--- src/rtl/phys_reg_pkg.sv ---
// phys_reg_pkg: shared sizes, prd/pointer types and the hard-wired-zero register for the free list
package phys_reg_pkg;
  localparam int REG_SIZE = 64;
  localparam int REG_SIZE_WIDTH = 6;
  typedef logic [REG_SIZE_WIDTH-1:0] prd_t;
  typedef logic [REG_SIZE_WIDTH:0] ptr_t;
  localparam prd_t P0 = '0;
endpackage

--- src/rtl/phys_reg_freelist.sv ---
// phys_reg_freelist: circular free list of physical registers with speculative alloc, commit and flush rollback
// Ports: clk/reset_n (async active-low); alloc_ready/alloc_prd/alloc_valid hand prds to rename;
// commit_valid retires one allocation; release_valid/release_prd return a freed prd; flush rolls
// speculative allocations back to the committed point; free_count is the speculative free count;
// release_err pulses when a release is dropped because the list is full.
module phys_reg_freelist
  import phys_reg_pkg::*;
#(
  parameter int REG_SIZE = phys_reg_pkg::REG_SIZE,
  parameter int REG_SIZE_WIDTH = phys_reg_pkg::REG_SIZE_WIDTH
) (
  input  logic                      clk,
  input  logic                      reset_n,
  output logic                      alloc_ready,
  output logic [REG_SIZE_WIDTH-1:0] alloc_prd,
  input  logic                      alloc_valid,
  input  logic                      commit_valid,
  input  logic                      release_valid,
  input  logic [REG_SIZE_WIDTH-1:0] release_prd,
  input  logic                      flush,
  output logic [REG_SIZE_WIDTH:0]   free_count,
  output logic                      release_err
);
  logic [REG_SIZE_WIDTH-1:0] fifo [REG_SIZE];
  logic [REG_SIZE_WIDTH:0] spec_head, commit_head, tail, commit_next, occupancy;
  logic commit_ok, rel, rel_ok, alloc_ok;
  assign free_count = tail - spec_head;
  assign alloc_ready = |free_count;
  assign alloc_prd = fifo[spec_head[REG_SIZE_WIDTH-1:0]];
  assign commit_ok = commit_valid && (commit_head != spec_head);
  assign commit_next = commit_head + (REG_SIZE_WIDTH+1)'(commit_ok);
  // Commit is applied before release, so a same-cycle retirement makes room for the release.
  assign occupancy = tail - commit_next;
  assign rel = release_valid && (release_prd != REG_SIZE_WIDTH'(P0));
  assign rel_ok = rel && (occupancy < (REG_SIZE_WIDTH+1)'(REG_SIZE-1));
  assign alloc_ok = alloc_valid && alloc_ready && !flush;
  always_ff @(posedge clk or negedge reset_n) begin
    if (!reset_n) begin
      // i+1 truncates to 0 for the last, unused entry.
      for (int i = 0; i < REG_SIZE; i++) fifo[i] <= REG_SIZE_WIDTH'(i+1);
      spec_head <= '0;
      commit_head <= '0;
      tail <= (REG_SIZE_WIDTH+1)'(REG_SIZE-1);
      release_err <= 1'b0;
    end else begin
      if (rel_ok) fifo[tail[REG_SIZE_WIDTH-1:0]] <= release_prd;
      commit_head <= commit_next;
      tail <= tail + (REG_SIZE_WIDTH+1)'(rel_ok);
      spec_head <= flush ? commit_next : spec_head + (REG_SIZE_WIDTH+1)'(alloc_ok);
      release_err <= rel && !rel_ok;
    end
  end
endmodule
--- config.mk ---
export PLATFORM = sky130hd
export DESIGN_NAME = phys_reg_freelist
export DESIGN_NICKNAME = d
export VERILOG_FILES = /design/src/rtl/phys_reg_pkg.sv /design/src/rtl/phys_reg_freelist.sv
export SDC_FILE = /design/constraint.sdc
export NUM_CORES = 1
export LEC_CHECK = 0
export CAP_MARGIN = 20
export CORE_ASPECT_RATIO = 1.5
export CORE_MARGIN = 2
export CORE_UTILIZATION = 47
export DETAILED_ROUTE_END_ITERATION = 7
export PLACE_DENSITY_LB_ADDON = 0.2
export SLEW_MARGIN = 10
export SYNTH_ARGS = -nofsm -noshare
export SYNTH_HDL_FRONTEND = slang
export SYNTH_SLANG_ARGS = --single-unit
--- constraint.sdc ---
create_clock -name clk -period 6.15 [get_ports clk]
set_input_delay 0.9225 -clock clk [delete_from_list [all_inputs] [get_ports clk]]
set_output_delay 0.9225 -clock clk [all_outputs]
set_load 0.03 [all_outputs]
After elaboration in Yosys (flattened, before gate mapping)
Cells that the tools add are included.
{ "totals": {"reg_bits": 406, "in_bits": 12, "output_inout_bits": 15, "wordCells": 98} }
{ "classes": {"add_sub_neg": 5, "n_lt_le_gt_ge": 4, "n_eq_ne": 1, "muxes": 7, "bitwise": 2, "n_reduce_logical": 11} }
{ "ops": {"columns": ["operator", "n"], "rows": [
  ["bitwise mux 384 bit", 1],
  ["binary-select mux 6 bit (select 6 bit)", 1],
  ["demux 6 bit (select 6 bit)", 1],
  ["adder 7 x 1 -> 7 bit", 3],
  ["two-way mux 6 bit", 3],
  [">= comparator 7 bit (second input constant)", 2],
  ["NOT 6 -> 7 bit", 2],
  ["subtractor 7 bit", 2],
  ["logical AND 1 bit", 7],
  ["< comparator 7 x 1 -> 1 bit (second input constant)", 1],
  ["< comparator 7 x 6 -> 1 bit (second input constant)", 1],
  ["two-way mux 7 bit", 1],
  ["inequality test 7 bit", 1],
  ["OR reduction 7 bit", 1],
  ["nonzero test 6 bit", 1],
  ["zero test 1 bit", 2]
]} }

Longest topological paths before layout
Gate-level depths: netlist of the first run.
{ "depth": {"ltp_word": 8, "mapped_depth": 24, "mapped_depth_nobuf": 19} }

Worst setup path before layout of the first run
OpenSTA, ideal clock, no wires.
{ "synth_path": {"path_kind": "flip-flop to flip-flop", "from": "register spec_head[0]", "to": "register tail[6]", "setup_ns": 0.126, "t_arrival_ns": 5.135, "required_ns": 6.024, "slack_ns": 0.889, "stages_incl_launch_ff": 23, "n_path_buf": 4, "period_less_slack_ns": 5.261, "path_cell_list": "dfrtp_1 clkbuf_1 buf_2 buf_1 xnor2_1 nand4_1 o41a_1 ha_1 ha_1 inv_1 fa_1 maj3_2 o2111ai_1 nand3_1 nand2_1 buf_2 a21oi_1 nor2b_1 ha_1 ha_1 nand2_1 nor2_1 xor2_1"} }
{ "synth_via": {"elab_chain_len": 7} }
{ "synth_rtl": {"columns": ["item", "line_no", "source"], "rows": [
  ["start, declared", "phys_reg_freelist.sv:25", "logic [REG_SIZE_WIDTH:0] spec_head, commit_head, tail, commit_next, occupancy;"],
  ["start signal, assigned", "phys_reg_freelist.sv:49", "spec_head <= flush ? commit_next : spec_head + (REG_SIZE_WIDTH+1)'(alloc_ok);"],
  ["inequality test 7 bit", "phys_reg_freelist.sv:30", "assign commit_ok = commit_valid && (commit_head != spec_head);"],
  ["logical AND 1 bit", "phys_reg_freelist.sv:30", null],
  ["adder 7 x 1 -> 7 bit", "phys_reg_freelist.sv:31", "assign commit_next = commit_head + (REG_SIZE_WIDTH+1)'(commit_ok);"],
  ["via commit_next[1]", "phys_reg_freelist.sv:25", null],
  ["subtractor 7 bit", "phys_reg_freelist.sv:33", "assign occupancy = tail - commit_next;"],
  ["< comparator 7 x 6 -> 1 bit", "phys_reg_freelist.sv:35", "assign rel_ok = rel && (occupancy < (REG_SIZE_WIDTH+1)'(REG_SIZE-1));"],
  ["logical AND 1 bit", "phys_reg_freelist.sv:35", null],
  ["adder 7 x 1 -> 7 bit", "phys_reg_freelist.sv:48", "tail <= tail + (REG_SIZE_WIDTH+1)'(rel_ok);"],
  ["end signal, assigned", "phys_reg_freelist.sv:43", "tail <= (REG_SIZE_WIDTH+1)'(REG_SIZE-1);"],
  ["end signal, assigned", "phys_reg_freelist.sv:48", null],
  ["end, declared", "phys_reg_freelist.sv:25", null]
]} }
The timed path passes the listed nets, and every way through them passes these cells.
A chain may end at the register's enable or synchronous reset.

Worst setup path after layout of the first run
{ "layout_path": {"from": "register spec_head[4]", "to": "register fifo[230] (netlist bit)"} }
{ "layout_via": {"elab_chain_len": 6} }
{ "layout_rtl": {"columns": ["item", "line_no", "source"], "rows": [
  ["inequality test 7 bit", "phys_reg_freelist.sv:30", null],
  ["logical AND 1 bit", "phys_reg_freelist.sv:30", null],
  ["adder 7 x 1 -> 7 bit", "phys_reg_freelist.sv:31", null],
  ["via commit_next[1]", "phys_reg_freelist.sv:25", null],
  ["subtractor 7 bit", "phys_reg_freelist.sv:33", null],
  ["< comparator 7 x 6 -> 1 bit", "phys_reg_freelist.sv:35", null],
  ["logical AND 1 bit", "phys_reg_freelist.sv:35", null],
  ["end signal, assigned by index", "phys_reg_freelist.sv:46", "if (rel_ok) fifo[tail[REG_SIZE_WIDTH-1:0]] <= release_prd;"],
  ["end, declared", "phys_reg_freelist.sv:24", "logic [REG_SIZE_WIDTH-1:0] fifo [REG_SIZE];"]
]} }
The timed path passes the listed nets, and every way through them passes these cells.

==> impl_summary.log, run 1 <==
[metrics] status: finished clean
[metrics] area of the multi-input gates: 9780 µm²
[metrics] CP max FO: 28
[metrics] average vias per placed instance: 5.90
[metrics] GR Util met2: 0.383
[metrics] number of nets in the final layout: 1,350
[metrics] post-synthesis cell area: 20,700 µm²
[metrics] instance count of the mapped netlist: 1,336
[metrics] number of setup violations in the final report: 0
[metrics] critical path endpoint category: register
[metrics] clock tree from TritonCTS: done
[metrics] average cell area after synthesis: 15.5 µm²
[metrics] async set or reset register ratio after synthesis: 1.00
[metrics] RSZ-0062 raised after global routing: false
[metrics] Seq/Total Area, Yosys: 0.504
[metrics] Yosys top cell area share: 0.252
[metrics] Worst Max-Slew Pin Slew: 1050 ps
[metrics] post-synthesis share of cell area spent on xor and xnor gates: 0.0162
[metrics] number of enable-type register cells in the synthesized netlist: 0
[metrics] Final Max Slew Viols: 0
[metrics] Worst-Skew Late Latency: 540 ps
[metrics] estimated wirelength of the detail-placed design: 30.3 mm
[metrics] Power Internal: 6.95 mW
[metrics] largest area contributor in the netlist: sky130_fd_sc_hd__dfrtp_1
[metrics] RR Startpoint: spec_head[4]
[metrics] total power per unit cell area: 501 nW/µm²
[metrics] Worst Setup Path Type: reg2reg
[metrics] most instantiated cells after synthesis: sky130_fd_sc_hd__mux2_2, sky130_fd_sc_hd__dfrtp_1, sky130_fd_sc_hd__dfstp_2
[metrics] total CTS buffers: 40
[metrics] switching share of total power: 0.392
[metrics] routed length per placed instance: 24.8 µm
[metrics] layout filler cell count: 3,532
[metrics] level count of the clock H-tree: 2
[metrics] remaining max-slew budget at the tightest pin: 0.302
[metrics] final estimated routing congestion in global placement: 0.787
[metrics] area added between synthesis and finish: 10.4%
[metrics] Detail Route Antenna Nets: 0
[metrics] layer carrying the most global-route usage: met2
[metrics] Warnings, synthesis: 0
[metrics] post-synthesis cell type count: 48
[metrics] hold buffers post-CTS: 0
[metrics] share of synthesized area spent on multiplexers: 0.352
[metrics] overflow left after global routing: 0
[metrics] HP Class: in2async
[metrics] Top Ports: 27
[metrics] worst-case vdd ir drop: 0.000492 V
[metrics] critical path's top delay family: adder cells
[metrics] via count of the routed design: 11.4k
[metrics] total nets after synthesis: 1,365
[metrics] row count: 94
[metrics] Bufs on Longest Clock Path: 3
[metrics] pin count of the biggest net entering global routing: 160
[metrics] origin of the worst setup path: spec_head[4]
[metrics] Period minus WS final: 5050 ps
[metrics] die width: 175 µm
[metrics] Root Driver: sky130_fd_sc_hd__clkbuf_16
[metrics] vias in the first global route: 12.3k
[metrics] number of diodes added for antenna fixing: 0
[metrics] met3 Resource Use GR: 0.0232
[metrics] flip-flop and latch count after synthesis: 406
[metrics] Critical Path RT: 6570 ps
[metrics] proportion of power drawn by flip-flops and latches: 0.323
[metrics] number of port buffers: 26
[metrics] global-route met1 utilization: 0.291
[metrics] clock network fraction of design power: 0.226
[metrics] CTS Sinks: 406
[metrics] Max-Cap Viols: 0
[metrics] layout cells sized above 1: 0.647
[metrics] Adder-Cell Fraction of Synth Area: 0.0116
[metrics] effective utilization at floorplan: 0.474
[metrics] number of DRC violations after detailed-routing iteration 0: 578
[metrics] most repeated cell in the gate-level netlist after synthesis: sky130_fd_sc_hd__mux2_2
[metrics] launching element type of the critical path: register
[metrics] part of the power in combinational logic: 0.451
[metrics] Fmax: 0.198 GHz
[metrics] Critical Path Max Stage Delay: 650 ps
[metrics] post-CTS setup buffer count: 0
[metrics] share of the clock period used by the worst path after layout: 0.821
[metrics] simple-gate share of the synthesized area: 0.0388
[metrics] final standard cell utilization of the core: 0.523
[metrics] number of gates given a new drive strength after cts: 0
[metrics] clock input transition at the sequential cells of the worst setup and hold paths: 60 ps
[metrics] switching pwr: 4.48 mW
[metrics] chain of cells forming the critical path: xnor2_1, nand4_1, o41a_1, ha_1, ha_1, inv_1, fa_1, maj3_2, o2111ai_1, a21o_1, buf_4, nand2_4, buf_4, a211oi_4, mux2_2
[metrics] reported leakage power: 8.92 nW
[metrics] Die Span Y: 261 µm
[metrics] Die ar.: 45,700 µm²
[metrics] Core Footprint: 43,600 µm²
[metrics] main combinational cell family by area after synthesis: multiplexers
[metrics] All-Layer GR Usage: 0.218
[metrics] Total Wirelength: 47.9 mm
[metrics] number of antenna violations at the first check in global routing: 1
[metrics] post-synthesis compound-gate area fraction: 0.0526
[metrics] Fin Clk Skew: 15.9 ps
[metrics] setup TNS: 0 ps
[metrics] First-pass DRT Iterations: 4
[metrics] sequential cell area: 10,400 µm²
[metrics] first-pass GRT wire length: 76.8 mm
[metrics] library cell contributing the largest single delay on the critical path: sky130_fd_sc_hd__dfrtp_1
[metrics] Hold Vio Cnt, Final: 0
[metrics] Data arrival, critical path: 5470 ps
[metrics] number of remaining DRC errors: 0
[metrics] combined buffer and inverter count along the critical path: 3
[metrics] leading cell types by total area after synthesis: sky130_fd_sc_hd__dfrtp_1, sky130_fd_sc_hd__dfstp_2, sky130_fd_sc_hd__mux2_2, sky130_fd_sc_hd__mux4_2, sky130_fd_sc_hd__a211oi_4
[metrics] ys flop type: sky130_fd_sc_hd__dfrtp_1
layer usage:
layer / routed length [µm] / share of wire
met4: 1060 / 0.022
met1: 20400 / 0.43
met3: 1180 / 0.025
met5: 0 / 0
met2: 25200 / 0.53
registers in the layout, summed over array words and instances, names as in the netlist:
| name | cells |
|---|---|
| commit_head | 7 |
| tail | 7 |
| spec_head | 7 |
| release_err | 1 |
| fifo | 384 |
worst register-to-register path, cell delays in order (launching register included):
cell and delay (ps):
sky130_fd_sc_hd__dfrtp_1 650, sky130_fd_sc_hd__xnor2_1 190, sky130_fd_sc_hd__nand4_1 120, sky130_fd_sc_hd__o41a_1 330
sky130_fd_sc_hd__ha_1 220, sky130_fd_sc_hd__ha_1 320, sky130_fd_sc_hd__inv_1 90, sky130_fd_sc_hd__fa_1 440
sky130_fd_sc_hd__maj3_2 340, sky130_fd_sc_hd__o2111ai_1 220, sky130_fd_sc_hd__a21o_1 150, sky130_fd_sc_hd__buf_4 270
sky130_fd_sc_hd__nand2_4 390, sky130_fd_sc_hd__buf_4 380, sky130_fd_sc_hd__a211oi_4 440, sky130_fd_sc_hd__mux2_2 400
logic make-up after synthesis:
family | after synthesis
muxes | 516
and+or+nand+nor | 147
DFF | 406
adders and majority gates | 18
xor gates and xnor gates | 35
buffers and inverters | 125
AOI/OAI and AO/OA | 89
final timing paths:
kind | to | slack (ps) | cells past startpoint
min in group clk | fifo[160] | 500 | 1
max reg2reg | fifo[230] | 1100 | 15
max | fifo[230] | 1100 | 15
min | fifo[121] | 480 | 1
min reg2reg | fifo[160] | 500 | 1
max in group asynchronous | fifo[239] | 4200 | 2
power groups by stage:
stage | clock, mW | sequential [mW] | combinational (mW)
after CTS | 2.65 | 3.69 | 5.20
after global placement | 0 | 3.70 | 5.13
after global routing | 2.75 | 3.76 | 5.46
final | 2.58 | 3.69 | 5.15
after detailed placement | 0 | 3.73 | 5.20
after floorplan | 0 | 3.57 | 3.83
cell type report:
type,count,area share
clock inverters,11,0.00811
repair buffers,51,0.0202
clock buffers,61,0.0522
flip-flops and latches,406,0.456
well taps,576,0.0316
inverters,17,0.00280
multi-input cells,805,0.429
placed cells by master, fill, tap and decap left out, types with 18 or more instances in the layout:
master	n
sky130_fd_sc_hd__nor3_1	20
sky130_fd_sc_hd__clkdlybuf4s50_1	19
sky130_fd_sc_hd__dfstp_2	198
sky130_fd_sc_hd__xnor2_1	18
sky130_fd_sc_hd__a21oi_2	20
sky130_fd_sc_hd__mux4_2	126
sky130_fd_sc_hd__mux2_2	371
sky130_fd_sc_hd__nand3_1	35
sky130_fd_sc_hd__dfrtp_1	206
sky130_fd_sc_hd__buf_4	22
sky130_fd_sc_hd__a211oi_4	27
sky130_fd_sc_hd__clkbuf_16	41
sky130_fd_sc_hd__or3_1	45
metrics by stage:
stage	instances	setup slack (ps)	hold WS [ps]	instance area, µm²	power [mW]
detailed placement	1855	979	491	21400	8.93
finish	1927	1100	483	22800	11.4
CTS	1927	1010	506	22800	11.5
floorplan	1336	889	453	20700	7.40
global placement	1855	1000	468	21400	8.83
global route	1927	842	515	22800	12.0
Note: power is estimated with default switching activity, not from simulation.
==> run 2: changes to the inputs <==
Clock period 6.15 ns to 4.8 ns, I/O delays scaled along.
==> impl_summary.log, run 2 (synthesis gave the netlist of run 1 again) <==
[metrics] status: finished clean
[metrics] Final Max Slew Viols: 0
[metrics] hold buffers post-CTS: 0
[metrics] Root Driver: sky130_fd_sc_hd__clkbuf_16
[metrics] Total Wirelength: 48.1 mm
[metrics] Final Non-Filler Cells: 1,955
[metrics] vias in the first global route: 12.4k
[metrics] Core Footprint: 43,600 µm²
[metrics] Power Total: 14.6 mW
[metrics] clock tree from TritonCTS: done
[metrics] CTS Sinks: 406
[metrics] number of antenna violations at the first check in global routing: 1
[metrics] Fmax: 0.218 GHz
[metrics] Die ar.: 45,700 µm²
[metrics] average vias per placed instance: 5.96
[metrics] First-pass DRT Iterations: 5
[metrics] critical path endpoint category: primary output
[metrics] Top Ports: 27
[metrics] Data arrival, critical path: 3860 ps
[metrics] HP Class: in2async
[metrics] Fin Clk Skew: 18.7 ps
[metrics] area of the multi-input gates: 9780 µm²
[metrics] launching element type of the critical path: register
[metrics] row count: 94
[metrics] layout filler cell count: 3,592
[metrics] Critical Path RT: 4080 ps
[metrics] CP max FO: 56
[metrics] level count of the clock H-tree: 2
[metrics] total power per unit cell area: 634 nW/µm²
[metrics] die width: 175 µm
[metrics] pin count of the biggest net entering global routing: 111
[metrics] post-CTS setup buffer count: 0
[metrics] via count of the routed design: 11.6k
[metrics] total CTS buffers: 40
[metrics] Detail Route Antenna Nets: 0
[metrics] Max-Cap Viols: 0
[metrics] RSZ-0062 raised after global routing: false
[metrics] routed length per placed instance: 24.6 µm
[metrics] first-pass GRT wire length: 75.5 mm
[metrics] leading cell types in the layout, fill and taps excluded: sky130_fd_sc_hd__mux2_2, sky130_fd_sc_hd__dfrtp_1, sky130_fd_sc_hd__dfstp_2, sky130_fd_sc_hd__mux4_2
[metrics] Bufs on Longest Clock Path: 3
[metrics] reported leakage power: 9.10 nW
[metrics] All-Layer GR Usage: 0.216
[metrics] number of nets in the final layout: 1,378
[metrics] number of placed instances, taps included: 1,882
[metrics] number of DRC violations after detailed-routing iteration 0: 619
[metrics] number of remaining DRC errors: 0
[metrics] number of port buffers: 26
[metrics] overflow left after global routing: 0
[metrics] final estimated routing congestion in global placement: 0.836
[metrics] leading cell type in the layout, fill and taps excluded: sky130_fd_sc_hd__mux2_2
[metrics] layout cells sized above 1: 0.656
[metrics] area added between synthesis and finish: 11.7%
[metrics] Most flops, register: fifo
[metrics] Worst Max-Slew Pin Slew: 908 ps
[metrics] Period minus WS final: 4580 ps
[metrics] Die Span Y: 261 µm
[metrics] number of setup violations in the final report: 0
[metrics] sequential cell area: 10,400 µm²
[metrics] worst-case vdd ir drop: 0.000541 V
[metrics] final standard cell utilization of the core: 0.529
[metrics] remaining max-slew budget at the tightest pin: 0.395
[metrics] Hold Vio Cnt, Final: 0
[metrics] share of the clock period used by the worst path after layout: 0.954
[metrics] clock input transition at the sequential cells of the worst setup and hold paths: 60 ps
[metrics] number of diodes added for antenna fixing: 0
[metrics] Largest register FFs: 384
[metrics] Worst Setup Path Type: reg2out
[metrics] Worst-Skew Late Latency: 540 ps
[metrics] setup TNS: 0 ps
[metrics] effective utilization at floorplan: 0.474
[metrics] estimated wirelength of the detail-placed design: 30.8 mm
run 2: cell count changes in the layout (fill, tap and decap cells not counted), sizes merged:
cell and delta:
buf +27, bufbuf +1, clkinv +1, clkinvlp -1, inv +2, bufinv -2
run 2: worst paths after layout:
path	from	endpoint	slack, ps	depth (start not counted)
min in group clk	fifo[182]	fifo[182]	500	1
min reg2reg	fifo[182]	fifo[182]	500	1
max reg2reg	spec_head[0]	fifo[360]	320	15
max in group asynchronous	reset_n	fifo[241]	3390	2
min	reset_n	fifo[134]	270	1
max	spec_head[1]	alloc_prd[4]	220	5
run 2: area by class of cell:
cell class / count / area share
flip-flops and latches: 406 / 0.451
multi-input cells: 805 / 0.424
clock buffers: 61 / 0.0529
repair buffers: 79 / 0.0322
well taps: 576 / 0.0312
clock inverters: 11 / 0.00596
inverters: 17 / 0.00276
run 2: report_power, final:
group / switching, mW / internal [mW]
registers: 0.461 / 4.27
clock network: 1.33 / 1.92
logic: 3.90 / 2.74
total: 5.69 / 8.93
run 2: repair_timing:
item                                   4_1_cts  5_1_grt
setup endpoints to repair                    5        3
endpoints found under the hold margin        0        0
gates resized for setup                      1        2
gates cloned                                 1        0
run 2: metal layers:
metal,vias up,share of wire,track usage,wire [µm]
li1,5019,-,-,-
met2,226,0.51,0.369,24500
met4,2,0.038,0.0813,1830
met1,6308,0.42,0.282,20100
met3,91,0.034,0.0294,1630
met5,-,0.00019,0,9
run 2: through the flow:
stage                     cell area (µm²)  worst slack [ps]  hold slack, ps
after CTS                           23100              27.7             287
after global placement              21700               182             467
after floorplan                     20700              10.9             424
final                               23100               220             266
after detailed placement            21700              87.9             486
after global routing                23100              23.4             320
run 2: worst max-delay path: stages (launching register included):
cell and delay [ps]:
sky130_fd_sc_hd__dfrtp_4 420, sky130_fd_sc_hd__buf_4 680, sky130_fd_sc_hd__mux4_2 450, sky130_fd_sc_hd__mux4_2 570, sky130_fd_sc_hd__mux4_2 530, sky130_fd_sc_hd__clkdlybuf4s50_1 620
